--- src/rtl/bin_to_bcd_fmt.sv ---
// bin_to_bcd_fmt: sequential 27-bit binary to 8-digit packed BCD formatter.
// The value is converted with an iterative shift-and-add-3 engine.
// Leading zeros are optionally blanked, and out-of-range input is flagged.
// dsp_data[31:28] holds digit 7 and dsp_data[3:0] holds digit 0.
// Nibble 4'hF is the blank code.
module bin_to_bcd_fmt #(
   parameter bit LZ_BLANK = 1'b1
) (
   input  logic        bcd_clk,
   input  logic        bcd_rst,
   input  logic        start,
   input  logic [26:0] bin_in,
   output logic        busy,
   output logic        done,
   output logic        ovf,
   output logic [31:0] dsp_data
);

   typedef enum logic [1:0] {
      IDLE,
      SHIFT,
      FORMAT
   } state_t;

   state_t      state;
   state_t      state_nxt;

   // [58:27] BCD digit field, [26:0] binary bits still to be shifted in
   logic [58:0] sr;
   logic [4:0]  iter;
   logic        ovf_pend;
   logic        last_iter;
   logic [31:0] bcd_adj;
   logic [31:0] bcd_raw;
   logic [31:0] bcd_blank;
   logic        leading;

   assign last_iter = (iter == 5'd26);
   assign busy      = (state != IDLE);
   assign bcd_raw   = sr[58:27];

   // State register
   always_ff @(posedge bcd_clk) begin
      if (bcd_rst) begin
         state <= IDLE;
      end else begin
         state <= state_nxt;
      end
   end

   // Next-state decode
   always_comb begin
      state_nxt = state;
      case (state)
         IDLE:    if (start) state_nxt = SHIFT;
         SHIFT:   if (last_iter) state_nxt = FORMAT;
         FORMAT:  state_nxt = IDLE;
         default: state_nxt = IDLE;
      endcase
   end

   // Add 3 to every BCD nibble >= 5 ahead of the shift
   always_comb begin
      bcd_adj = sr[58:27];
      for (int unsigned j = 0; j < 8; j++) begin
         if (sr[27 + 4*j +: 4] >= 4'd5) begin
            bcd_adj[4*j +: 4] = sr[27 + 4*j +: 4] + 4'd3;
         end
      end
   end

   // Blank leading zero digits from digit 7 down to digit 1; digit 0 is always shown
   always_comb begin
      bcd_blank = bcd_raw;
      leading   = 1'b1;
      for (int unsigned i = 0; i < 7; i++) begin
         if (leading && (bcd_raw[4*(7-i) +: 4] == 4'h0)) begin
            bcd_blank[4*(7-i) +: 4] = 4'hF;
         end else begin
            leading = 1'b0;
         end
      end
   end

   // Conversion datapath and registered outputs
   always_ff @(posedge bcd_clk) begin
      if (bcd_rst) begin
         sr       <= '0;
         iter     <= '0;
         ovf_pend <= 1'b0;
         done     <= 1'b0;
         ovf      <= 1'b0;
         dsp_data <= '1;
      end else begin
         done <= 1'b0;
         case (state)
            IDLE: begin
               if (start) begin
                  sr       <= {32'h0, bin_in};
                  iter     <= '0;
                  ovf_pend <= (bin_in > 27'd99_999_999);
               end
            end
            SHIFT: begin
               // The top BCD bit falls off the end; it only matters for overflow inputs, whose BCD is discarded
               sr   <= {bcd_adj, sr[26:0]} << 1;
               iter <= iter + 5'd1;
            end
            FORMAT: begin
               done <= 1'b1;
               if (ovf_pend) begin
                  dsp_data <= '1;
                  ovf      <= 1'b1;
               end else begin
                  ovf      <= 1'b0;
                  dsp_data <= LZ_BLANK ? bcd_blank : bcd_raw;
               end
            end
            default: ;
         endcase
      end
   end

endmodule

--- config.mk ---
export PLATFORM = sky130hd
export DESIGN_NAME = bin_to_bcd_fmt
export DESIGN_NICKNAME = d
export VERILOG_FILES = /design/src/rtl/bin_to_bcd_fmt.sv
export SDC_FILE = /design/constraint.sdc
export NUM_CORES = 1
export LEC_CHECK = 0
export ABC_AREA = 1
export CAP_MARGIN = 20
export CORE_AREA = 2 2 102 104
export DETAILED_ROUTE_END_ITERATION = 12
export DIE_AREA = 0 0 104 106
export GPL_TIMING_DRIVEN = 1
export PLACE_DENSITY = 0.75
export SKIP_CTS_REPAIR_TIMING = 1
export SLEW_MARGIN = 5
export SYNTH_ARGS = -nofsm -noshare
export SYNTH_HDL_FRONTEND = slang
export SYNTH_SLANG_ARGS = --single-unit
export TNS_END_PERCENT = 1
--- constraint.sdc ---
create_clock -name bcd_clk -period 4.5 [get_ports bcd_clk]
set_input_delay 0.45 -clock bcd_clk [delete_from_list [all_inputs] [get_ports bcd_clk]]
set_output_delay 0.45 -clock bcd_clk [all_outputs]
set_load 0.1 [all_outputs]
== Yosys cells after proc, flatten, opt, wreduce, memory -nomap -nowiden ==
Cells that the tools add are included.

* Flip-flop bits (word level): 101
* Bits of input ports: 30
* Word-level logic and storage cells: 80

* Add/subtract/negate cells: 9
* Eq/ne operators: 5
* Mux-type cells: 31
* Reduce and logical (&&, ||, !) cells: 19
* Order comparisons: 9

{| class="wikitable"
|+ Operators with widths
! cell !! count
|-
| $pmux W59 S2 || 1
|-
| $mux W59 || 1
|-
| $mux W4 || 14
|-
| $ge A4 B3 Y1 const B || 8
|-
| $mux W32 || 1
|-
| $add A4 B2 Y4 const B || 7
|-
| $logic_not A4 Y1 || 7
|-
| $gt A27 B27 Y1 const B || 1
|-
| $pmux W5 S2 || 1
|-
| $mux W1 || 8
|-
| $logic_and A1 B1 Y1 || 6
|-
| $reduce_and A2 Y1 || 3
|-
| $add A5 B1 Y5 const B || 1
|-
| $eq A5 B5 Y1 const B || 1
|-
| $mux W5 || 1
|-
| $mux W2 || 2
|-
| $ne A2 B2 Y1 const B || 2
|-
| $pmux W2 S2 || 1
|-
| $reduce_bool A2 Y1 || 2
|-
| $add A3 B2 Y3 const B || 1
|-
| $mux W3 || 1
|-
| $eq A2 B1 Y1 const B || 1
|-
| $eq A2 B2 Y1 const B || 1
|-
| $logic_not A2 Y1 || 1
|}

== Longest topological paths before layout ==
* Word-level depth: 15
* Gate-level depth with buffers: 10
* Gate-level depth less buffers: 10

== Worst setup path before layout ==
No wires, ideal clock.

* Path kind: flip-flop to output port
* From: register state[1]
* To: output busy
* Required time: 4.050 ns
* Arrival time: 1.084 ns
* Buffers on the path: 0
* Stages on the path, launching flop included: 3
* Setup slack: 2.966 ns
* Cell sequence: dfxtp_1 > inv_1 > nand2_1

* Cells in the longest elaborated chain, start to end: 1

{| class="wikitable"
|+ Ends and longest elaborated chain
! item !! line !! text
|-
| from (decl) || 25 || <nowiki>state_t state;</nowiki>
|-
| from (signal assigned) || 47 || <nowiki>state <= state_nxt;</nowiki>
|-
| $reduce_bool A2 Y1 || 39 || <nowiki>assign busy = (state != IDLE);</nowiki>
|-
| to (decl) || 13 || <nowiki>output logic busy,</nowiki>
|}

Every way passes these cells.

== Worst setup path in the final report ==
Ends and elaborated chain as after synthesis.

==> results by group <==
Pwr
  • Internal: about 1300 µW
  • Seq pwr share: roughly 55%
  • Clock power frac: ~36%
  • VDD IR max: about 0.13 mV
  • Switching share of power: around a quarter
  • Comb power frac: under 10%
  • Power density cells: around 300 nW/µm²
  • Pleak: 0.00219 µW
  • P_sw: 443 µW

Logic synthesis
  • Synthesized flop and latch total: around 100
  • Top cell type's share of synthesized area: about two fifths
  • Post-Syn Area per Cell: 7.68 µm²
  • Asr flop ratio synth: 0%
  • Dominant synthesized flop cell: dfxtp_1
  • Area contributors post-synth: dfxtp_1 (42%), nand2_1 (8.9%), a21oi_1 (7.6%), o21ai_0 (6.6%), ha_1 (6.2%)
  • Mapped cell area: 4820 µm²
  • Post-synth EDFFs: 0
  • Post-Syn Instances: between 600 and 700
  • Synth area leader: dfxtp_1
  • Netlist cell types: 40
  • Syn nets: between 600 and 700
  • Count leader, synth: nand2_1
  • Sequential cell area fraction in the yosys report: 42.0%
  • Synth cell count leaders: nand2_1 (114), dfxtp_1 (101), a21oi_1 (73)
  • YS warnings: 0

GRT
  • Largest net degree at the start of global routing: 48
  • Global-route wire length before repair: about 19000 µm
  • Total GRT Usage: 20.7%
  • Grt total ovfl: 0
  • Initial antenna violation count: 0
  • Number of global-route vias before repair: roughly 4.3k

Routing
  • DRT antenna net count: 0
  • Final Routed Wirelength: 11200 µm
  • DR vias/cell: between 5 and 6
  • DRC violations left: 0
  • Drt first pass iters: 5
  • WL/cell: 13.7 µm
  • DRT iter0 DRCs: ~210
  • Vias: 4404

Finish
  • Antenna cells: 0
  • Final Non-Filler Cells: about 820
  • Final #Nets: ~730
  • Area Growth Syn to Fin: 18.8%
  • Share of cells above drive strength 1: around 6%

Setup path
  • Critical path's top delay family: buffers and inverters
  • Crit start category: register
  • Critical Path AT: roughly 2.0 ns
  • Critical path peak fanout: 3
  • Critical Path, Cell by Cell: inv_1 > nand2_1 > clkdlybuf4s50_1
  • Largest stage delay, worst path: 1.12 ns
  • Crit end category: output pin
  • CP Data Required Time: approximately 4 ns
  • Worst Setup Path Type: register to output pin
  • Critical path's slowest cell: clkdlybuf4s50_1
  • CP Buf/Inv Count: 2

STA
  • Setup TNS: 0 ns
  • Fin crit share: between 50% and 60%
  • Final Slew Violations: 0
  • RSZ-0062 raised after global routing: no
  • Final hold slack: 0.455 ns
  • Clock Skews: 0.00923 ns
  • Worst slew margin: 30.8%
  • Worst-margin pin slew: between 1 and 1.5 ns
  • Fmax: about 400 MHz
  • Final Hold Fails: 0
  • Endpoints failing setup: 0
  • Final min period: ~2.5 ns

Clock network
  • Worst skew pair latency: 0.37 ns
  • Clock transition at the registers of the reported paths: around 0.10 ns
  • Htree depth: 3
  • CTS Sinks: around 100
  • Clk buf depth: 2
  • TritonCTS clock tree: yes
  • Clock buffer count from CTS: 9
  • Root buffer cell: clkbuf_8

Floorplan
  • Initial core utilization: between 40% and 50%
  • Site Rows: 37
  • Core area: between 9000 and 10000 µm²
  • Die H: around 110 µm
  • IO Pins: 65
  • Die outline width: between 100 and 150 µm
  • Die Area: between 10000 and 15000 µm²

Run status
  • Status: completed

Placed design
  • HPWL Detailed: between 7000 and 8000 µm
  • RD Place Congestion: 0.871
  • PortBufs: between 60 and 70
  • Placed Instances: ~800

Flow run
  • Max-cap violation count: 0

Min path
  • HP Class: register to register
[power by group through the flow]
stage | Sequential [µW] | Combinational (µW) | Clock (µW)
after floorplan | 955 | 115 | 0
after global placement | 959 | 161 | 0
after detailed placement | 961 | 164 | 0
after CTS | 940 | 165 | 619
after global routing | 944 | 184 | 654
final | 940 | 166 | 608
[registers in the layout, indices dropped and copies added, names as in the netlist]
signal / flops
ovf: 1
ovf_pend: 1
dsp_data: 32
done: 1
sr: 59
state: 2
iter: 5
[cell usage in the layout, fill, tap and decap left out, types with 3 or more instances in the layout]
cell type          n
nand2_1          114
dfxtp_1          101
a21oi_1           73
inv_1             70
o21ai_0           64
clkdlybuf4s50_1   64
nand3_1           29
nor2_1            28
ha_1              24
o221ai_1          17
o211ai_1          15
clkbuf_8          11
nor3_1            10
o22ai_1           10
a22oi_1            9
inv_2              6
nor2_4             3
nand4_1            3
buf_4              3
[per-layer routing]
layer	track usage, %	wire length (µm)	up-vias
li1	-	-	2234
met1	25.0	5020	2053
met2	37.2	5560	107
met3	3.56	453	10
met4	7.53	143	0
met5	0	0	-
[stage by stage]
stage               area, µm²  power, µW  setup slack [ns]  util [%]
finish                   5720       1710              2.03      57.2
global route             5720       1780              1.87      57.2
CTS                      5720       1720              2.02      57.2
detailed placement       5510       1130              1.76      55.1
global placement         5510       1120              1.86      55.1
floorplan                4820       1070              2.97         -
[final timing paths]
kind                 start           end  slack, ns  cells after the start
setup / recovery  state[1]          busy       2.03                      3
hold / removal       sr[5]         sr[5]       0.45                      2
setup reg to reg  state[1]  dsp_data[31]       2.23                      5
hold reg to reg      sr[5]         sr[5]       0.45                      2
[cell type report]
type / count / area (µm²)
Fill cell: 941 / 4280
Multi-Input combinational cell: 421 / 2370
Sequential cell: 101 / 2020
Timing Repair Buffer: 67 / 663
Inverter: 77 / 289
Tap cell: 136 / 170
Clock buffer: 11 / 151
Clock inverter: 5 / 58.8
[logic make-up after synthesis]
| group | synth area share, % |
|---|---|
| compound gates | 23.7 |
| fa+ha+maj | 6.23 |
| flops | 42.0 |
| simple gates | 19.1 |
| xor+xnor | 0.182 |
| buf+inv | 8.85 |
[worst register-to-register path: cells and delay by family, from the launching register on]
family | cells | cell delay [ns]
compound gates | 1 | 0.13
buf+inv | 2 | 0.64
flops | 1 | 0.38
simple gates | 2 | 0.98
(Power assumes the default switching activity.)
